--- src/rtl/bnn_pkg.sv ---
// Shared constants and types for the BNN accelerator datapath.
// Array geometry defaults and the weight loader state encoding.
package bnn_pkg;

  localparam int ARRAY_ROWS = 32;
  localparam int ARRAY_COLS = 32;
  localparam int ROW_IDX_W  = 5;

  typedef enum logic [1:0] {
    IDLE,
    LOAD,
    DONE
  } ldr_state_t;

endpackage

--- src/rtl/weight_row_buffer.sv ---
// ROWS x COLS weight row store: one synchronous write port and one
// asynchronous read port. Contents survive reset.
module weight_row_buffer
  import bnn_pkg::*;
#(
  parameter int ROWS  = ARRAY_ROWS,
  parameter int COLS  = ARRAY_COLS,
  parameter int IDX_W = ROW_IDX_W
) (
  input  logic             clk,
  input  logic             we,
  input  logic [IDX_W-1:0] waddr,
  input  logic [COLS-1:0]  wdata,
  input  logic [IDX_W-1:0] raddr,
  output logic [COLS-1:0]  rdata
);

  logic [COLS-1:0] mem [ROWS];

  // Row write on an accepted stream beat.
  always_ff @(posedge clk) begin
    if (we) mem[waddr] <= wdata;
  end

  assign rdata = mem[raddr];

endmodule

--- src/rtl/weight_loader.sv ---
// Buffers streamed weight rows and replays them, column-masked, into
// the systolic array. Optional sticky xfer_err with WEIGHT_LOADER_ERR_EN.
module weight_loader
  import bnn_pkg::*;
#(
  parameter int ROWS  = ARRAY_ROWS,
  parameter int COLS  = ARRAY_COLS,
  parameter int IDX_W = ROW_IDX_W
) (
  input  logic             clk,
  input  logic             resetn,
  input  logic             weight_transfer,
  input  logic [4:0]       last_row,
  input  logic [4:0]       last_col,
  input  logic [COLS-1:0]  s_wt_data,
  input  logic             s_wt_valid,
  output logic             s_wt_ready,
  output logic [COLS-1:0]  arr_w_data,
  output logic             arr_w_valid,
  output logic [IDX_W-1:0] arr_w_row,
  output logic             arr_w_last,
  output logic             busy,
  output logic             done,
  output logic [IDX_W:0]   fill_count
`ifdef WEIGHT_LOADER_ERR_EN
  ,
  output logic             xfer_err
`endif
);

  localparam logic [4:0]     ROW_MAX  = 5'(ROWS - 1);
  localparam logic [4:0]     COL_MAX  = 5'(COLS - 1);
  localparam logic [IDX_W:0] FILL_MAX = (IDX_W+1)'(ROWS);

  ldr_state_t       state, state_d;
  logic [IDX_W-1:0] rd_ptr, lr_q, lr_d;
  logic [4:0]       lc_q, lc_d, lr_sat;
  logic [IDX_W:0]   fill_q;
  logic             wr_en, start, beat_last;
  logic [COLS-1:0]  rd_data, mask, beat_data;
  logic             valid_d, last_d, done_d;
  logic [IDX_W-1:0] row_d;
  logic [COLS-1:0]  data_d;

  // The done beat still belongs to the transfer, so hold off the source.
  assign s_wt_ready = (state == IDLE) && !done && (fill_q < FILL_MAX);
  assign wr_en      = s_wt_valid && s_wt_ready;
  assign start      = (state == IDLE) && weight_transfer;
  assign beat_last  = (rd_ptr == lr_q);
  assign busy       = (state != IDLE);
  assign fill_count = fill_q;

  assign lr_sat = (last_row > ROW_MAX) ? ROW_MAX : last_row;
  assign lr_d   = IDX_W'(lr_sat);
  assign lc_d   = (last_col > COL_MAX) ? COL_MAX : last_col;

  weight_row_buffer #(
    .ROWS  (ROWS),
    .COLS  (COLS),
    .IDX_W (IDX_W)
  ) u_buf (
    .clk   (clk),
    .we    (wr_en),
    .waddr (fill_q[IDX_W-1:0]),
    .wdata (s_wt_data),
    .raddr (rd_ptr),
    .rdata (rd_data)
  );

  // Thermometer mask: columns above the latched last column read zero.
  always_comb begin
    mask = '0;
    for (int i = 0; i < COLS; i++) mask[i] = (i <= int'(lc_q));
  end

  // Rows never written in this fill round load as zero.
  always_comb begin
    beat_data = '0;
    if ({1'b0, rd_ptr} < fill_q) beat_data = rd_data & mask;
  end

  // State register.
  always_ff @(posedge clk) begin
    if (!resetn) state <= IDLE;
    else         state <= state_d;
  end

  // Next-state: pulses while busy are ignored.
  always_comb begin
    state_d = state;
    unique case (state)
      IDLE:    if (weight_transfer) state_d = LOAD;
      LOAD:    if (beat_last) state_d = DONE;
      DONE:    state_d = IDLE;
      default: state_d = IDLE;
    endcase
  end

  // Next values of the registered array-side outputs.
  always_comb begin
    valid_d = 1'b0;
    row_d   = '0;
    data_d  = '0;
    last_d  = 1'b0;
    done_d  = (state == DONE);
    if (state == LOAD) begin
      valid_d = 1'b1;
      row_d   = rd_ptr;
      data_d  = beat_data;
      last_d  = beat_last;
    end
  end

  // Registered outputs toward the array.
  always_ff @(posedge clk) begin
    if (!resetn) begin
      arr_w_valid <= 1'b0;
      arr_w_row   <= '0;
      arr_w_data  <= '0;
      arr_w_last  <= 1'b0;
      done        <= 1'b0;
    end else begin
      arr_w_valid <= valid_d;
      arr_w_row   <= row_d;
      arr_w_data  <= data_d;
      arr_w_last  <= last_d;
      done        <= done_d;
    end
  end

  // Transfer bounds latch, read pointer and fill counter.
  always_ff @(posedge clk) begin
    if (!resetn) begin
      lr_q   <= '0;
      lc_q   <= '0;
      rd_ptr <= '0;
      fill_q <= '0;
    end else begin
      if (start) begin
        lr_q   <= lr_d;
        lc_q   <= lc_d;
        rd_ptr <= '0;
      end else if (state == LOAD) begin
        rd_ptr <= rd_ptr + 1'b1;
      end
      if (state == DONE)  fill_q <= '0;
      else if (wr_en)     fill_q <= fill_q + 1'b1;
    end
  end

`ifdef WEIGHT_LOADER_ERR_EN
  logic [IDX_W:0] fill_nxt;
  logic           under;

  assign fill_nxt = fill_q + (IDX_W+1)'(wr_en);
  assign under    = (fill_nxt <= {1'b0, lr_d});

  // Sticky error: pulse while busy, or a start on an under-filled buffer.
  always_ff @(posedge clk) begin
    if (!resetn) xfer_err <= 1'b0;
    else if ((weight_transfer && busy) || (start && under))
      xfer_err <= 1'b1;
  end
`endif

endmodule

--- config.mk ---
export PLATFORM = sky130hd
export DESIGN_NAME = weight_loader
export DESIGN_NICKNAME = d
export VERILOG_FILES = /design/src/rtl/bnn_pkg.sv /design/src/rtl/weight_row_buffer.sv /design/src/rtl/weight_loader.sv
export SDC_FILE = /design/constraint.sdc
export NUM_CORES = 1
export LEC_CHECK = 0
export ABC_CLOCK_PERIOD_IN_PS = 6600
export CELL_PAD_IN_SITES_DETAIL_PLACEMENT = 0
export CELL_PAD_IN_SITES_GLOBAL_PLACEMENT = 1
export CORE_MARGIN = 10
export CORE_UTILIZATION = 30
export DETAILED_ROUTE_END_ITERATION = 10
export GPL_TIMING_DRIVEN = 0
export PLACE_DENSITY_LB_ADDON = 0.1
export SETUP_SLACK_MARGIN = 0.2
export SLEW_MARGIN = 20
export SYNTH_ARGS = -nofsm -noshare
export SYNTH_HDL_FRONTEND = slang
export SYNTH_SLANG_ARGS = --single-unit
--- constraint.sdc ---
create_clock -name clk -period 6.6 [get_ports clk]
set_clock_uncertainty 0.2 [all_clocks]
set_input_delay 1.32 -clock clk [delete_from_list [all_inputs] [get_ports clk]]
set_output_delay 1.32 -clock clk [all_outputs]
set_load 0.02 [all_outputs]
==> results.sh, run 1 <==
export IMPL_status="complete, no violations"
export IMPL_cp_num_cells=7
export IMPL_critPathRequiredTime_ns=6.94
export IMPL_synth_area_leader_cell="edfxtp_1"
export IMPL_busiest_layer="met2"
export IMPL_period_needed_ns=4.38
export IMPL_final_common_cell="edfxtp_1"
export IMPL_slowest_stage="nor4_1"
export IMPL_start_util=0.302
export IMPL_ctsHoldBuffers=0
export IMPL_max_clock_freq_mhz=228
export IMPL_synthCells=2074
export IMPL_hp_class="reg2reg"
export IMPL_drive_gt1_frac=0.248
export IMPL_layout_common_cells="1024 x edfxtp_1, 223 x mux2i_1, 149 x mux4_2"
export IMPL_area_growth_pct=22.3
export IMPL_io_pins=94
export IMPL_cp_max_fo=10
export IMPL_path_class="in2reg"
export IMPL_post_route_period_util=0.664
export IMPL_holdPathStages=1
export IMPL_synth_net_count=2129
export IMPL_cts_num_sinks=1092
export IMPL_grt_antenna_before_repair=6
export IMPL_syn_avg_cell_area_sq_um=20.3
export IMPL_setup_viol=0
export IMPL_dieArea_sq_mm=0.155
export IMPL_routedWlPerCell_um=34.8
export IMPL_yosysSeqAreaShare=0.764
export IMPL_first_pass_iters=5
export IMPL_numCtsBuffers=121
export IMPL_clock_path_buffers=3
export IMPL_r2r_cells=8
export IMPL_synth_edf_count=1024
export IMPL_numPlacedInstances=4165
export IMPL_grt_max_degree=33
export IMPL_worst_setup_path_end_kind="register"
export IMPL_grt_remaining_overflow=0
export IMPL_hpwl_um=107000
export IMPL_powerDensity_mw_per_mm2=300
export IMPL_detail_route_antenna_nets=0
export IMPL_drc=0
export IMPL_met1_usage=0.258
export IMPL_drtIter0Drc=2264
export IMPL_p_leak_nw=15.9
export IMPL_synth_main_ff_cell="edfxtp_1"
export IMPL_synth_top_family_by_area="multiplexers"
export IMPL_route_vias_total=22400
export IMPL_critPathTopFamily="simple AND/OR/NAND/NOR gates"
export IMPL_async_reset_ff_frac=0
export IMPL_critPathBufInv=2
export IMPL_synth_area_leaders="edfxtp_1 73%, mux4_2 8.0%, mux2i_1 5.3%"
export IMPL_clkTransAtPathRegs_ns=0.06
export IMPL_cts_root_buf="clkbuf_16"
export IMPL_use_met2=0.328
export IMPL_rsz0062_at_grt="false"
export IMPL_worstPathArrival_ns=4.72
export IMPL_synth_mux_area_frac=0.138
export IMPL_portBuffers=93
export IMPL_instances_no_fill=4400
export IMPL_vias_per_cell=5.09
export IMPL_grt_pass1_wl_um=206000
export IMPL_finalWeightedCongestion=0.755
export IMPL_hold_viol_final=0
export IMPL_die_h_um=394
export IMPL_cts_resized=0
export IMPL_synth_area_sq_mm=0.0420
export IMPL_wl_um=153000
export IMPL_worst_pin_slew_ns=1.19
export IMPL_synth_xor_area_frac=0.00271
export IMPL_ys_types=66
export IMPL_clk_latency_ns=0.75
export IMPL_std_cell_rows=137
export IMPL_slowest_delay_ns=1.05
export IMPL_cts_tree="built"
export IMPL_final_nets=2467
export IMPL_ys_seq_elements=1092
export IMPL_cts_setup_buffers=0
export IMPL_crit_chain="clkdlybuf4s50_1 > and3b_1 > buf_4 > o21ai_1 > a21oi_2 > nand2_1 > nor4_1"
export IMPL_ys_warn_count=0
export IMPL_core_area_sq_mm=0.139
export IMPL_synth_top_cell_area_share=0.732
export IMPL_grtUsageMet3=0.0271
export IMPL_die_w_um=394
export IMPL_fin_tns_setup_ns=0
export IMPL_start_kind="primary input"
export IMPL_slew_headroom=0.206
export IMPL_synth_compound_area_frac=0.0439
export IMPL_global_route_usage_total=0.193
export IMPL_cts_htree_levels=3
export IMPL_grt_pass1_vias=23400
export IMPL_maxCapViolCount=0
export IMPL_drv_slew=0
export IMPL_vdd_drop_max_mv=0.230
export IMPL_yosys_area_share_simple=0.0248
export IMPL_synthAdderAreaFrac=0.00268
[sequential cells by signal, indices dropped and copies added (netlist names), named ones only]
signal,cells
u_buf.mem,1024
arr_w_row,5
lr_q,5
fill_count,6
rd_ptr,5
lc_q,5
arr_w_data,32
state,2
arr_w_valid,1
arr_w_last,1
done,1
[power breakdown]
part	internal [mW]	switching, mW	leakage, nW	total (mW)
Clock	4.02	2.88	1.99	6.89
Combinational	0.320	0.558	4.12	0.878
Sequential	7.64	0.0270	9.77	7.67
Total	12.0	3.46	15.9	15.4
[layout make-up]
class                   count  area, sq um
fillers                 12800        88000
flip-flops and latches   1092        32100
multi-input cells         856         9150
clock buffers             152         3280
repair buffers            215         2720
well taps                1876         2350
plain buffers             116          960
clock inverters            80          777
inverters                  10         37.5
diodes                      3         7.51
[metrics by stage]
| stage | area (sq um) | hold WS, ns | total power, mW | util | setup WS (ns) |
|---|---|---|---|---|---|
| finish | 51400 | 0.301 | 15.4 | 0.369 | 2.22 |
| global route | 51400 | 0.327 | 15.9 | 0.369 | 2.21 |
| CTS | 51500 | 0.305 | 15.6 | 0.369 | 2.35 |
| detailed placement | 47400 | 0.283 | 8.71 | 0.340 | 1.54 |
| global placement | 45300 | 0.288 | 8.66 | 0.325 | -6.85 |
| floorplan | 42000 | 0.262 | 8.24 | - | 1.03 |
[Yosys cell counts (16+ instances only)]
cell and number:
edfxtp_1 1024, mux2i_1 223, mux4_2 149, dfxtp_1 68, nor2_1 62, a22oi_1 52
a22o_1 39, a21oi_1 35, nand2_1 31, a221oi_1 29, clkbuf_1 29, buf_6 28
buf_2 23, o22ai_1 23, nor3_1 21, a211oi_1 20, nor2b_1 16
[final timing paths]
check	from	endpoint	slack, ns
worst max-delay path	resetn	arr_w_data[23]	2.22
worst min-delay path	lr_q[2]	lr_q[2]	0.30
worst max register to register	fill_count[4]	arr_w_data[23]	2.29
worst min register to register	lr_q[2]	lr_q[2]	0.30
[routing by layer]
metal,routed length (um),up-vias
met3,7150,182
met4,3570,0
met5,0,-
li1,-,9302
met1,66500,12200
met2,75900,649
[cells by family (layout without fill, tap and decap cells)]
| logic type | after synthesis | after routing |
|---|---|---|
| flip-flops | 1092 | 1092 |
| buffers and inverters | 126 | 573 |
| AO/OA/AOI/OAI | 247 | 247 |
| XOR/XNOR | 13 | 13 |
| other | 0 | 3 |
| multiplexers | 383 | 383 |
| adder cells (fa/ha/maj) | 9 | 9 |
| AND/OR/NAND/NOR | 204 | 204 |
Power figures use the tool's default switching activity.
==> run 2: changes to the inputs <==
--- a/config.mk
+++ b/config.mk
@@ -5,7 +5,7 @@
 export SDC_FILE = /design/constraint.sdc
 export NUM_CORES = 1
 export LEC_CHECK = 0
-export ABC_CLOCK_PERIOD_IN_PS = 6600
+export ABC_CLOCK_PERIOD_IN_PS = 4100
 export CELL_PAD_IN_SITES_DETAIL_PLACEMENT = 0
 export CELL_PAD_IN_SITES_GLOBAL_PLACEMENT = 1
 export CORE_MARGIN = 10
==> constraint.sdc (replaced) <==
create_clock -name clk -period 4.1 [get_ports clk]
set_clock_uncertainty 0.2 [all_clocks]
set_input_delay 0.82 -clock clk [delete_from_list [all_inputs] [get_ports clk]]
set_output_delay 0.82 -clock clk [all_outputs]
set_load 0.02 [all_outputs]
==> run 2 against run 1 <==
Effect of this change: clock power up 54%; clock-buffer cell count up 6; non-clock buffer count down 30; sequential share of layout area up 0.32 points; critical path type is now reg2reg; critical endpoint is now arr_w_data[27]; largest cell class unchanged.
==> results.sh, run 2 (same netlist as run 1, synthesis figures left out) <==
export IMPL_drive_gt1_frac=0.235
export IMPL_numPlacedInstances=4135
export IMPL_p_leak_nw=15.6
export IMPL_std_cell_rows=137
export IMPL_r2r_setup_slack_ns=0.13
export IMPL_grt_antenna_before_repair=9
export IMPL_holdPathStages=1
export IMPL_hold_ws_ns=0.308
export IMPL_core_area_sq_mm=0.139
export IMPL_regMostFlops="u_buf.mem"
export IMPL_hp_class="reg2reg"
export IMPL_powerDensity_mw_per_mm2=477
export IMPL_status="complete, no violations"
export IMPL_worstPathArrival_ns=4.31
export IMPL_wl_um=153000
export IMPL_start_util=0.302
export IMPL_start_kind="register"
export IMPL_layout_common_cells="1024 x edfxtp_1, 223 x mux2i_1, 149 x mux4_2"
export IMPL_finalWeightedCongestion=0.749
export IMPL_path_class="reg2reg"
export IMPL_instances_no_fill=4361
export IMPL_grtUsageMet3=0.0388
export IMPL_fin_ws_ns=0.131
export IMPL_slew_headroom=0.206
export IMPL_cts_htree_levels=3
export IMPL_dieArea_sq_mm=0.155
export IMPL_numCtsBuffers=117
export IMPL_cp_max_fo=10
export IMPL_global_route_usage_total=0.192
export IMPL_drv_slew=0
export IMPL_grt_max_degree=33
export IMPL_worst_setup_path_end_kind="register"
export IMPL_cts_root_buf="clkbuf_16"
export IMPL_clkTransAtPathRegs_ns=0.06
export IMPL_vias_per_cell=5.14
export IMPL_die_w_um=394
export IMPL_detail_route_antenna_nets=0
export IMPL_grt_remaining_overflow=0
export IMPL_hpwl_um=105000
export IMPL_route_vias_total=22400
export IMPL_io_pins=94
export IMPL_portBuffers=93
export IMPL_period_needed_ns=3.97
export IMPL_place_ws_ns=0.0239
export IMPL_die_h_um=394
export IMPL_clock_path_buffers=3
export IMPL_clk_latency_ns=0.76
export IMPL_setup_viol=0
export IMPL_max_clock_freq_mhz=252
export IMPL_cts_setup_buffers=0
export IMPL_drc=0
export IMPL_r2r_cells=4
export IMPL_largest_reg_flops=1024
export IMPL_busiest_layer="met2"
export IMPL_hold_viol_final=0
export IMPL_vdd_drop_max_mv=0.390
export IMPL_grt_pass1_vias=23100
export IMPL_cts_num_sinks=1092
export IMPL_ctsHoldBuffers=0
export IMPL_critPathRequiredTime_ns=4.44
export IMPL_worst_pin_slew_ns=1.19
export IMPL_final_nets=2433
export IMPL_first_pass_iters=5
export IMPL_area_growth_pct=21.7
export IMPL_routedWlPerCell_um=35.1
export IMPL_rsz0062_at_grt="true"
export IMPL_drtIter0Drc=2238
export IMPL_met1_usage=0.253
export IMPL_use_met2=0.316
export IMPL_maxCapViolCount=0
export IMPL_final_common_cell="edfxtp_1"
export IMPL_grt_pass1_wl_um=204000
export IMPL_post_route_period_util=0.968
export IMPL_cts_tree="built"
==> run 2: cell count changes in the layout (fill, tap and decap cells not counted), sizes merged <==
cell,before,now
inv,12,11
clkinv,57,48
bufinv,13,10
clkinvlp,8,5
buf,231,205
clkdlybuf4s50,70,67
diode,3,4
clkbuf,182,187
==> run 2: through the flow <==
step | instance area, sq um | utilization | power [mW] | TNS (ns)
after floorplan | 42100 | - | 13.3 | 0
after global placement | 45400 | 0.325 | 13.9 | -2814.91
after detailed placement | 47400 | 0.340 | 14.0 | 0
after CTS | 51200 | 0.368 | 24.7 | 0
after global routing | 51100 | 0.367 | 25.1 | 0
final | 51100 | 0.367 | 24.4 | 0
==> run 2: report_power, final <==
| group | switching (mW) | total [mW] | internal, mW |
|---|---|---|---|
| Combinational | 0.898 | 1.41 | 0.510 |
| Clock | 4.53 | 10.6 | 6.11 |
| Sequential | 0.0441 | 12.3 | 12.3 |
| Total | 5.47 | 24.4 | 18.9 |
==> run 2: critical path, cell delays in order (launching register included) <==
cell	delay [ns]
dfxtp_1	0.30
clkbuf_1	0.55
clkbuf_1	0.86
nand2_1	0.83
nor4_1	1.01
==> run 2: worst paths after layout <==
path,start,end
setup / recovery,lc_q[4],arr_w_data[27]
hold / removal,lr_q[2],lr_q[2]
setup reg to reg,lc_q[4],arr_w_data[27]
hold reg to reg,lr_q[2],lr_q[2]
==> run 2: area by class of cell <==
cell class,instances,area [sq um]
fillers,12800,88200
flip-flops and latches,1092,32100
multi-input cells,856,9210
clock buffers,158,3210
repair buffers,185,2610
well taps,1876,2350
plain buffers,116,962
clock inverters,64,633
inverters,10,37.5
diodes,4,10.0
==> run 2: repair_timing <==
action	in CTS	in global routing
endpoints found under the hold margin	0	0
resized for setup	1	1
setup endpoints to repair	1	6
pin swaps	0	0
==> run 2: routing by layer <==
layer,vias to the layer above,part of all wire
met1,12100,0.42
met2,834,0.48
met5,-,0.000065
met4,2,0.033
met3,207,0.065
li1,9224,-
==> run 3: changes to the inputs <==
--- a/config.mk
+++ b/config.mk
@@ -6,6 +6,7 @@
 export NUM_CORES = 1
 export LEC_CHECK = 0
 export ABC_CLOCK_PERIOD_IN_PS = 4100
+export CAP_MARGIN = 20
 export CELL_PAD_IN_SITES_DETAIL_PLACEMENT = 0
 export CELL_PAD_IN_SITES_GLOBAL_PLACEMENT = 1
 export CORE_MARGIN = 10
==> run 3 against run 2 <==
Effect of this change: clock power hardly changed; routed wire length down 0.17%; maximum frequency is 4.6% higher; final cell count hardly changed; sequential power hardly changed; design area hardly changed; first-iteration DRC count down 4.3%; via count increased by 0.14%; worst setup slack better by 0.18 ns; critical path depth stayed put; clock-buffer cell count grew 21; global-route usage hardly changed; largest cell class unchanged.
==> results.sh, run 3 (same netlist as run 1, synthesis figures left out) <==
export IMPL_cts_setup_buffers=0
export IMPL_cts_resized=3
export IMPL_p_leak_nw=15.6
export IMPL_layout_common_cells="1024 x edfxtp_1, 223 x mux2i_1, 149 x mux4_2"
export IMPL_netSwitchingFraction=0.222
export IMPL_grt_remaining_overflow=0
export IMPL_die_w_um=394
export IMPL_placed_area_sq_mm=0.0474
export IMPL_dieArea_sq_mm=0.155
export IMPL_path_class="reg2reg"
export IMPL_numCtsBuffers=121
export IMPL_comb_power_share=0.058
export IMPL_detail_route_antenna_nets=0
export IMPL_finalInstanceArea_sq_mm=0.0511
export IMPL_grt_pass1_vias=23200
export IMPL_nFillCells=12800
export IMPL_io_pins=94
export IMPL_cts_tree="built"
export IMPL_crit_chain="clkbuf_1 > clkbuf_1 > nand2_1 > a2111oi_2"
export IMPL_cts_root_buf="clkbuf_16"
export IMPL_vdd_drop_max_mv=0.344
export IMPL_grt_antenna_before_repair=9
export IMPL_start_util=0.302
export IMPL_instances_no_fill=4363
export IMPL_hold_ws_ns=0.302
export IMPL_critPathTopFamily="buffers and inverters"
export IMPL_final_common_cell="edfxtp_1"
export IMPL_slowest_stage="a2111oi_2"
export IMPL_powerDensity_mw_per_mm2=475
export IMPL_final_nets=2437
export IMPL_max_clock_freq_mhz=264
export IMPL_fin_tns_setup_ns=0
export IMPL_largest_reg_flops=1024
export IMPL_path_common_cell="clkbuf_1"
export IMPL_post_route_period_util=0.925
export IMPL_std_cell_rows=137
export IMPL_drv_slew=0
export IMPL_critPathBufInv=2
export IMPL_multi_input_area_sq_mm=0.00924
export IMPL_finalWeightedCongestion=0.749
export IMPL_seqCellArea_sq_mm=0.0321
export IMPL_switchingPower_mw=5.39
export IMPL_min_from="lr_q[3]"
export IMPL_first_pass_iters=7
export IMPL_area_growth_pct=21.7
export IMPL_fin_ws_ns=0.307
export IMPL_hpwl_um=105000
export IMPL_wl_um=153000
export IMPL_core_area_sq_mm=0.139
export IMPL_drc=0
export IMPL_ctsHoldBuffers=0
export IMPL_grt_max_degree=33
export IMPL_global_route_usage_total=0.192
export IMPL_place_ws_ns=-0.0408
export IMPL_hold_viol_final=0
export IMPL_slowest_delay_ns=0.91
export IMPL_route_vias_total=22400
export IMPL_vias_per_cell=5.14
export IMPL_worstPathArrival_ns=4.14
export IMPL_r2r_start="lc_q[4]"
export IMPL_drive_gt1_frac=0.234
export IMPL_crit_path_start="lc_q[4]"
export IMPL_worst_pin_slew_ns=1.15
export IMPL_portBuffers=93
export IMPL_intPower_mw=18.9
export IMPL_power_mw=24.3
export IMPL_power_share_clock=0.433
export IMPL_maxCapViolCount=0
export IMPL_drtIter0Drc=2142
export IMPL_cts_num_sinks=1092
export IMPL_clk_latency_ns=0.75
export IMPL_regMostFlops="u_buf.mem"
export IMPL_hp_class="reg2reg"
export IMPL_finish_utilization=0.367
export IMPL_setup_viol=0
export IMPL_start_kind="register"
export IMPL_routedWlPerCell_um=35.0
export IMPL_grt_pass1_wl_um=206000
export IMPL_rsz0062_at_grt="true"
export IMPL_critPathRequiredTime_ns=4.45
export IMPL_die_h_um=394
export IMPL_seqPwrFrac=0.509
export IMPL_slew_headroom=0.232
export IMPL_cts_htree_levels=3
export IMPL_worst_setup_path_end_kind="register"
export IMPL_clkTransAtPathRegs_ns=0.06
export IMPL_clock_path_buffers=3
export IMPL_cp_max_fo=10
export IMPL_period_needed_ns=3.79
export IMPL_numPlacedInstances=4135
export IMPL_status="complete, no violations"
run 3: layout make-up:
class,count,share of cell area
inverter,10,0.000734
multi-input combinational,856,0.181
clock inverter,48,0.00839
antenna,1,0.0000489
tap,1876,0.0459
clock buffer,179,0.0662
sequential,1092,0.628
buffer,116,0.0188
timing repair buffer,185,0.0511
run 3: power by group through the flow:
stage / Combinational, mW / Sequential [mW] / Clock [mW]
after floorplan: 0.696 / 12.6 / 0
after global placement: 1.34 / 12.6 / 0
after detailed placement: 1.44 / 12.6 / 0
after CTS: 1.44 / 12.3 / 10.7
after global routing: 1.49 / 12.3 / 11.2
final: 1.41 / 12.3 / 10.5
run 3: metal layers:
metal  global-route usage  up-vias  wire length (um)
met1                0.259    12300             66800
li1                     -     9228                 -
met2                0.327      722             75600
met4               0.0439        0              2800
met5                    0        -                 0
met3               0.0278      164              7650
run 3: path summary, 6_finish.rpt:
check,endpoint,slack [ns],depth (start not counted)
min reg2reg,lr_q[3],0.30,1
max,arr_w_data[22],0.31,4
max reg2reg,arr_w_data[22],0.31,4
min,lr_q[3],0.30,1
